File: src/rtl/mem_lsu_if.sv
// Bundle between the execute stage, the load/store unit and the data memory.
// The LSU takes the slave view; the pipeline and memory together take the master view.
interface mem_lsu_if #(
    parameter int B_WIDTH = 32
) ();
    logic                   req_valid;
    logic                   req_ready;
    logic                   req_we;
    logic [2:0]             req_funct3;
    logic [B_WIDTH-1:0]     req_addr;
    logic [B_WIDTH-1:0]     req_wdata;

    logic                   resp_valid;
    logic                   resp_ready;
    logic [B_WIDTH-1:0]     resp_rdata;
    logic                   resp_err;

    logic [B_WIDTH-1:0]     mem_addr;
    logic                   mem_read_en;
    logic                   mem_write_en;
    logic [B_WIDTH/8-1:0]   write_byte_en;
    logic [B_WIDTH-1:0]     mem_wdata;
    logic [B_WIDTH-1:0]     mem_rdata;

    modport slave (
        input  req_valid, req_we, req_funct3, req_addr, req_wdata,
        input  resp_ready, mem_rdata,
        output req_ready, resp_valid, resp_rdata, resp_err,
        output mem_addr, mem_read_en, mem_write_en, write_byte_en, mem_wdata
    );

    modport master (
        output req_valid, req_we, req_funct3, req_addr, req_wdata,
        output resp_ready, mem_rdata,
        input  req_ready, resp_valid, resp_rdata, resp_err,
        input  mem_addr, mem_read_en, mem_write_en, write_byte_en, mem_wdata
    );
endinterface

File: src/rtl/mem_lsu.sv
// Single-outstanding load/store unit: alignment check, lane steering for stores,
// shift and sign/zero extension for loads, valid/ready response to the pipeline.
//
// state      | meaning
// -----------+-----------------------------------------------------------
// S_IDLE     | req_ready high, classify and latch an incoming request
// S_RD_ISSUE | mem_read_en high for one cycle
// S_RD_WAIT  | memory data returns, shift/extend into the response register
// S_WR       | mem_write_en high for one cycle with lane-steered data
// S_RESP     | resp_valid held until resp_ready
module mem_lsu #(
    parameter int B_WIDTH = 32
) (
    input  logic      clk,
    input  logic      rst_n,
    mem_lsu_if.slave  bus
);
    typedef enum logic [2:0] {
        S_IDLE,
        S_RD_ISSUE,
        S_RD_WAIT,
        S_WR,
        S_RESP
    } state_t;

    state_t                 r_state;
    state_t                 w_next;

    logic [B_WIDTH-1:0]     r_addr;
    logic [B_WIDTH-1:0]     r_wdata;
    logic [B_WIDTH-1:0]     r_rdata;
    logic [2:0]             r_funct3;
    logic                   r_err;

    logic                   w_illegal;
    logic                   w_misalign;
    logic                   w_accept;
    logic [B_WIDTH-1:0]     w_shifted;
    logic [B_WIDTH-1:0]     w_ext;
    logic [B_WIDTH-1:0]     w_st_data;
    logic [B_WIDTH/8-1:0]   w_st_be;

    // Classification works on the live request so the error is known at the accept edge.
    always_comb begin
        w_illegal  = 1'b0;
        w_misalign = 1'b0;
        if (bus.req_we) begin
            w_illegal = bus.req_funct3[2] || (bus.req_funct3[1:0] == 2'b11);
        end else begin
            w_illegal = (bus.req_funct3 == 3'b011) || (bus.req_funct3[2:1] == 2'b11);
        end
        case (bus.req_funct3[1:0])
            2'b01:   w_misalign = bus.req_addr[0];
            2'b10:   w_misalign = |bus.req_addr[1:0];
            default: w_misalign = 1'b0;
        endcase
    end

    assign w_accept  = (r_state == S_IDLE) && bus.req_valid;
    assign w_shifted = bus.mem_rdata >> {r_addr[1:0], 3'b000};

    always_comb begin
        w_ext = '0;
        case (r_funct3)
            3'b000:  w_ext = {{24{w_shifted[7]}},  w_shifted[7:0]};
            3'b001:  w_ext = {{16{w_shifted[15]}}, w_shifted[15:0]};
            3'b010:  w_ext = w_shifted;
            3'b100:  w_ext = {24'h0, w_shifted[7:0]};
            3'b101:  w_ext = {16'h0, w_shifted[15:0]};
            default: w_ext = '0;
        endcase
    end

    always_comb begin
        w_st_data = r_wdata;
        w_st_be   = 4'b1111;
        case (r_funct3[1:0])
            2'b00: begin
                w_st_data = {4{r_wdata[7:0]}};
                w_st_be   = 4'b0001 << r_addr[1:0];
            end
            2'b01: begin
                w_st_data = {2{r_wdata[15:0]}};
                w_st_be   = r_addr[1] ? 4'b1100 : 4'b0011;
            end
            default: begin
                w_st_data = r_wdata;
                w_st_be   = 4'b1111;
            end
        endcase
    end

    always_ff @(posedge clk or negedge rst_n) begin
        if (!rst_n) begin
            r_state <= S_IDLE;
        end else begin
            r_state <= w_next;
        end
    end

    always_comb begin
        w_next            = r_state;
        bus.req_ready     = 1'b0;
        bus.resp_valid    = 1'b0;
        bus.mem_read_en   = 1'b0;
        bus.mem_write_en  = 1'b0;
        bus.write_byte_en = '0;
        bus.mem_wdata     = '0;
        case (r_state)
            S_IDLE: begin
                bus.req_ready = 1'b1;
                if (bus.req_valid) begin
                    if (w_illegal || w_misalign) begin
                        w_next = S_RESP;
                    end else if (bus.req_we) begin
                        w_next = S_WR;
                    end else begin
                        w_next = S_RD_ISSUE;
                    end
                end
            end
            S_RD_ISSUE: begin
                bus.mem_read_en = 1'b1;
                w_next          = S_RD_WAIT;
            end
            S_RD_WAIT: begin
                w_next = S_RESP;
            end
            S_WR: begin
                bus.mem_write_en  = 1'b1;
                bus.write_byte_en = w_st_be;
                bus.mem_wdata     = w_st_data;
                w_next            = S_RESP;
            end
            S_RESP: begin
                bus.resp_valid = 1'b1;
                if (bus.resp_ready) begin
                    w_next = S_IDLE;
                end
            end
            default: begin
                w_next = S_IDLE;
            end
        endcase
    end

    // Response data is cleared on accept so stores and errors report zero.
    always_ff @(posedge clk or negedge rst_n) begin
        if (!rst_n) begin
            r_addr   <= '0;
            r_wdata  <= '0;
            r_rdata  <= '0;
            r_funct3 <= '0;
            r_err    <= 1'b0;
        end else if (w_accept) begin
            r_addr   <= bus.req_addr;
            r_wdata  <= bus.req_wdata;
            r_funct3 <= bus.req_funct3;
            r_err    <= w_illegal || w_misalign;
            r_rdata  <= '0;
        end else if (r_state == S_RD_WAIT) begin
            r_rdata  <= w_ext;
        end
    end

    assign bus.mem_addr   = {2'b00, r_addr[B_WIDTH-1:2]};
    assign bus.resp_rdata = r_rdata;
    assign bus.resp_err   = r_err;
endmodule

File: src/flat_wrapper.sv
// flat-port wrapper written by rule: the top's interface ports become plain ports
module mem_lsu_flat 
#(
    parameter int B_WIDTH = 32
)
  (clk, rst_n, bus_req_valid, bus_req_we, bus_req_funct3, bus_req_addr, bus_req_wdata, bus_resp_ready, bus_mem_rdata, bus_req_ready, bus_resp_valid, bus_resp_rdata, bus_resp_err, bus_mem_addr, bus_mem_read_en, bus_mem_write_en, bus_write_byte_en, bus_mem_wdata);
  mem_lsu_if #(.B_WIDTH(B_WIDTH)) bus_i ();
  input  logic clk;
  input  logic rst_n;
  input wire logic [$bits(bus_i.req_valid)-1:0] bus_req_valid;
  input wire logic [$bits(bus_i.req_we)-1:0] bus_req_we;
  input wire logic [$bits(bus_i.req_funct3)-1:0] bus_req_funct3;
  input wire logic [$bits(bus_i.req_addr)-1:0] bus_req_addr;
  input wire logic [$bits(bus_i.req_wdata)-1:0] bus_req_wdata;
  input wire logic [$bits(bus_i.resp_ready)-1:0] bus_resp_ready;
  input wire logic [$bits(bus_i.mem_rdata)-1:0] bus_mem_rdata;
  output wire logic [$bits(bus_i.req_ready)-1:0] bus_req_ready;
  output wire logic [$bits(bus_i.resp_valid)-1:0] bus_resp_valid;
  output wire logic [$bits(bus_i.resp_rdata)-1:0] bus_resp_rdata;
  output wire logic [$bits(bus_i.resp_err)-1:0] bus_resp_err;
  output wire logic [$bits(bus_i.mem_addr)-1:0] bus_mem_addr;
  output wire logic [$bits(bus_i.mem_read_en)-1:0] bus_mem_read_en;
  output wire logic [$bits(bus_i.mem_write_en)-1:0] bus_mem_write_en;
  output wire logic [$bits(bus_i.write_byte_en)-1:0] bus_write_byte_en;
  output wire logic [$bits(bus_i.mem_wdata)-1:0] bus_mem_wdata;
  assign bus_i.req_valid = bus_req_valid;
  assign bus_i.req_we = bus_req_we;
  assign bus_i.req_funct3 = bus_req_funct3;
  assign bus_i.req_addr = bus_req_addr;
  assign bus_i.req_wdata = bus_req_wdata;
  assign bus_i.resp_ready = bus_resp_ready;
  assign bus_i.mem_rdata = bus_mem_rdata;
  assign bus_req_ready = bus_i.req_ready;
  assign bus_resp_valid = bus_i.resp_valid;
  assign bus_resp_rdata = bus_i.resp_rdata;
  assign bus_resp_err = bus_i.resp_err;
  assign bus_mem_addr = bus_i.mem_addr;
  assign bus_mem_read_en = bus_i.mem_read_en;
  assign bus_mem_write_en = bus_i.mem_write_en;
  assign bus_write_byte_en = bus_i.write_byte_en;
  assign bus_mem_wdata = bus_i.mem_wdata;
  mem_lsu #(.B_WIDTH(B_WIDTH)) u_core (.clk(clk), .rst_n(rst_n), .bus(bus_i));
endmodule
File: config.mk
export PLATFORM = sky130hd
export DESIGN_NAME = mem_lsu_flat
export DESIGN_NICKNAME = d
export VERILOG_FILES = /design/src/rtl/mem_lsu_if.sv /design/src/rtl/mem_lsu.sv /design/src/flat_wrapper.sv
export SDC_FILE = /design/constraint.sdc
export NUM_CORES = 1
export LEC_CHECK = 0
export CORE_ASPECT_RATIO = 0.5
export CORE_MARGIN = 3
export CORE_UTILIZATION = 40
export DETAILED_ROUTE_END_ITERATION = 16
export GPL_TIMING_DRIVEN = 0
export PLACE_DENSITY = 0.77
export SLEW_MARGIN = 5
export SYNTH_ARGS = -nofsm -noshare
export SYNTH_HDL_FRONTEND = slang
export SYNTH_SLANG_ARGS = --single-unit
File: constraint.sdc
create_clock -name clk -period 1.8 [get_ports clk]
set_clock_uncertainty 0.1 [all_clocks]
set_input_delay 0.45 -clock clk [delete_from_list [all_inputs] [get_ports clk]]
set_output_delay 0.45 -clock clk [all_outputs]
set_load 0.03 [all_outputs]
==> results.txt <==
- Core area: 12800 sq um
* Vertical extent of the die: 87.7 um
- For this run, the post-layout net count is 878.
- Routability-driven placement congestion ratio: 0.822
* Period utilization: 130%
* Max rail drop VDD: 0.000826 V
- WHS: 0.107 ns
- The share of the Yosys chip area taken by registers is 48.2%.
- Buffer and inverter count on the worst path: 3
* Crit-path most repeated cell: sky130_fd_sc_hd__buf_6
* Ant. Diodes: 0
* CTS root buf: sky130_fd_sc_hd__clkbuf_16
- Excluding fillers, the count of instances in the completed layout stands at 945.
- Filler instances: 740
- The die is 169 um wide.
- Worst Tran Pin Value: 0.849 ns
* Final Hold Vio Count: 0
- Summing over every cut layer, the via total after detailed routing is 5259.
* Post-synthesis instance total: 479
* Post-synthesis area per instance: 11.2 sq um
* Grt ovf: 0
- CP startpoint kind: flop
* Largest net degree at the start of global routing: 63
- Worst path top cell family by delay: buffers and inverters
* Floorplan die area: 14900 sq um
- Leak pwr: 4.59 nW
* Top-area cell type share of the netlist area: 48.2%
- Status: finished with violations
* Unrepaired setup endpoints after global routing: true
- Number of antenna violations at the first check in global routing: 0
- Clock period minus worst slack: 2.34 ns
- Data arrival, critical path: 1.79 ns
- The critical path in this run is classified as reg2out.
- Clock Path Buffers: 2
- Cells with a size suffix above 1 make up 48.4% of the layout.
- Once the floorplan was initialized, standard cells occupied 41.6% of the core.
* Library cells used by synthesis: 42
- Before antenna repair, the detailed router went through 5 iterations.
- Max-cap violations in this run came to 0.
* Crit path max fanout: 8
- For the worst-skew pair, the clock arrives at the later sink with an insertion delay of 0.35 ns.
- For this run, the total global-route usage over all layers was measured as 26.6%.
- The via count of the first global-routing pass is 5379.
- CTS clk-pin slew, worst paths: 0.07 ns
- The largest total area in the synthesized netlist belongs to sky130_fd_sc_hd__dfrtp_1.
* Area used by multi-input combinational logic: 3180 sq um
* Sequential Area: 2580 sq um
- By area the synthesized netlist is led by sky130_fd_sc_hd__dfrtp_1 48%, sky130_fd_sc_hd__mux2_2 14%, sky130_fd_sc_hd__mux2i_1 6.0%.
- Asr flop ratio synth: 100%
- The number of hold buffers added after CTS was 0.
- After synthesis the cells add up to 5340 sq um.
* Failing checks: setup timing
* Stage delay of the slowest cell on the critical path: 0.39 ns
* Maximum frequency from static timing analysis: 0.428 GHz
- In this run, the number of DRC markers left after iteration 0 of detailed routing was 366.
- Headroom to the max-slew limit came out at 43.4%.
* Top cell types by occurrence after synthesis: 103 x sky130_fd_sc_hd__dfrtp_1, 67 x sky130_fd_sc_hd__mux2_2, 41 x sky130_fd_sc_hd__buf_4
* Number of clock buffers inserted by TritonCTS: 9
- Buffers placed on the I/O ports in this run total 206.
- Num rows: 29
- Register bit total from synthesis: 103
- The largest individual stage delay along the critical path comes from the cell sky130_fd_sc_hd__dfrtp_1.
* # clock sinks: 103
- The path class of the tightest hold or removal check is in2async.
- Max-slew violation total from the final report: 0
- For this run, design rule violations remaining after detail routing come to 0.
- CP Capture Type: output port
- CTS built an H-tree with a depth of 3.
* Setup tns final: -28.55 ns
* Setup violators final: 141
- Top-Level Pins: 209
* Total power per unit cell area: 1710 nW/um^2
* Leading cell type by number of instances after synthesis: sky130_fd_sc_hd__dfrtp_1
- Among all flip-flop cells after synthesis, the most frequent one is sky130_fd_sc_hd__dfrtp_1.
- In this run the remaining antenna-violating nets after routing total 0.
* Post-synthesis to final-layout area growth: 85.7%
- Sum of routed wire length over all layers: 22300 um
- For this run, the number of Yosys warnings is 0.
- Cells traversed along the worst timing path: buf_6, buf_6, nor2_4, nand2_2, a21oi_2, buf_6
- Drt via density: 5.57
* Post-synth EDFFs: 0
- DP Wirelength: 12200 um
- Smallest setup slack after layout: -0.537 ns
- Counting tap cells, the placed design contains a total of 857 instances.
- TritonCTS built the clock tree.
- At the worst endpoint, the required time is 1.25 ns.
* DR WL/cell: 23.6 um
- The first global-routing pass estimated 30600 um of wire.
==> placed cells by master (no fill, tap or decap), types with 11 or more instances in the layout <==
cell,count
sky130_fd_sc_hd__nor2_4,19
sky130_fd_sc_hd__buf_6,70
sky130_fd_sc_hd__mux2_2,15
sky130_fd_sc_hd__a221o_1,15
sky130_fd_sc_hd__clkbuf_16,11
sky130_fd_sc_hd__nor2_1,18
sky130_fd_sc_hd__dlygate4sd2_1,58
sky130_fd_sc_hd__mux2_4,58
sky130_fd_sc_hd__a21oi_2,15
sky130_fd_sc_hd__buf_4,69
sky130_fd_sc_hd__buf_8,13
sky130_fd_sc_hd__mux2i_1,17
sky130_fd_sc_hd__a21oi_1,13
sky130_fd_sc_hd__nand2_1,33
sky130_fd_sc_hd__clkdlybuf4s50_1,101
sky130_fd_sc_hd__dfrtp_1,102
==> cells by family after synthesis <==
kind of cell,Yosys count,share of synthesized area [%]
compound gates,83,10.7
fa+ha+maj,3,0.702
buf+inv,69,8.26
flops,103,48.2
mux,105,21.4
other cells,1,0.0702
simple gates,115,10.6
==> report_power, final <==
part	switching, mW	internal [mW]	total [mW]
clock	0.919	1.15	2.07
combinational	5.19	5.33	10.5
sequential	1.03	3.36	4.39
==> registers in the layout, indices dropped and copies added (netlist names) <==
signal	cells
u_core.r_wdata	32
u_core.bus.resp_rdata	32
u_core.bus.resp_err	1
u_core.r_state	3
u_core.r_funct3	3
u_core.r_addr	32
==> path summary, 6_finish.rpt <==
kind	from	end	slack (ns)	depth (start not counted)
hold reg to reg	u_core.bus.resp_rdata[0]$_DFFE_PN0P_	u_core.bus.resp_rdata[0]$_DFFE_PN0P_	0.39	2
setup / recovery	u_core.r_funct3[0]$_DFFE_PN0P_	bus_mem_wdata[13]	-0.54	6
hold / removal	rst_n	u_core.r_addr[25]$_DFFE_PN0P_	0.11	1
setup reg to reg	u_core.r_state[1]$_DFFE_PN0P_	u_core.bus.resp_rdata[22]$_DFFE_PN0P_	-0.27	10
max in group asynchronous	rst_n	u_core.r_wdata[20]$_DFFE_PN0P_	0.77	2
min in group clk	u_core.bus.resp_rdata[0]$_DFFE_PN0P_	u_core.bus.resp_rdata[0]$_DFFE_PN0P_	0.39	2
==> what timing repair did <==
action / CTS / global route
buffers inserted: 47 / 17
cloned: 12 / 4
setup endpoints to repair: 196 / 147
pin swaps: 22 / 20
resized for setup: 506 / 119
==> layout make-up <==
type                    count  share of cell area [%]
repair buffers            285                    30.4
inverters                   6                   0.290
well taps                 170                    2.14
flip-flops and latches    103                    26.0
plain buffers              58                    6.06
clock inverters             4                   0.542
clock buffers              11                    2.55
multi-input cells         308                    32.0
==> layer usage <==
metal | up-vias | part of all wire (%) | global-route usage (%)
met5 | - | 0 | 0
met4 | 0 | 4.3 | 9.50
met3 | 76 | 6.3 | 5.59
met2 | 282 | 50 | 46.7
met1 | 2647 | 40 | 33.2
li1 | 2254 | - | -
==> per-stage QoR <==
| step | instance area, sq um | util (%) | power (mW) | worst slack (ns) |
|---|---|---|---|---|
| 2_1_floorplan | 5620 | - | 9.08 | -0.128 |
| 3_3_place_gp | 7890 | 61.4 | 11.4 | -3.86 |
| 3_5_place_dp | 7920 | 61.6 | 11.6 | -0.841 |
| 4_1_cts | 9470 | 73.7 | 15.6 | -0.449 |
| 5_1_grt | 9930 | 77.3 | 17.6 | -0.535 |
| 6_report | 9930 | 77.3 | 17.0 | -0.537 |
Power figures use the tool's default switching activity.
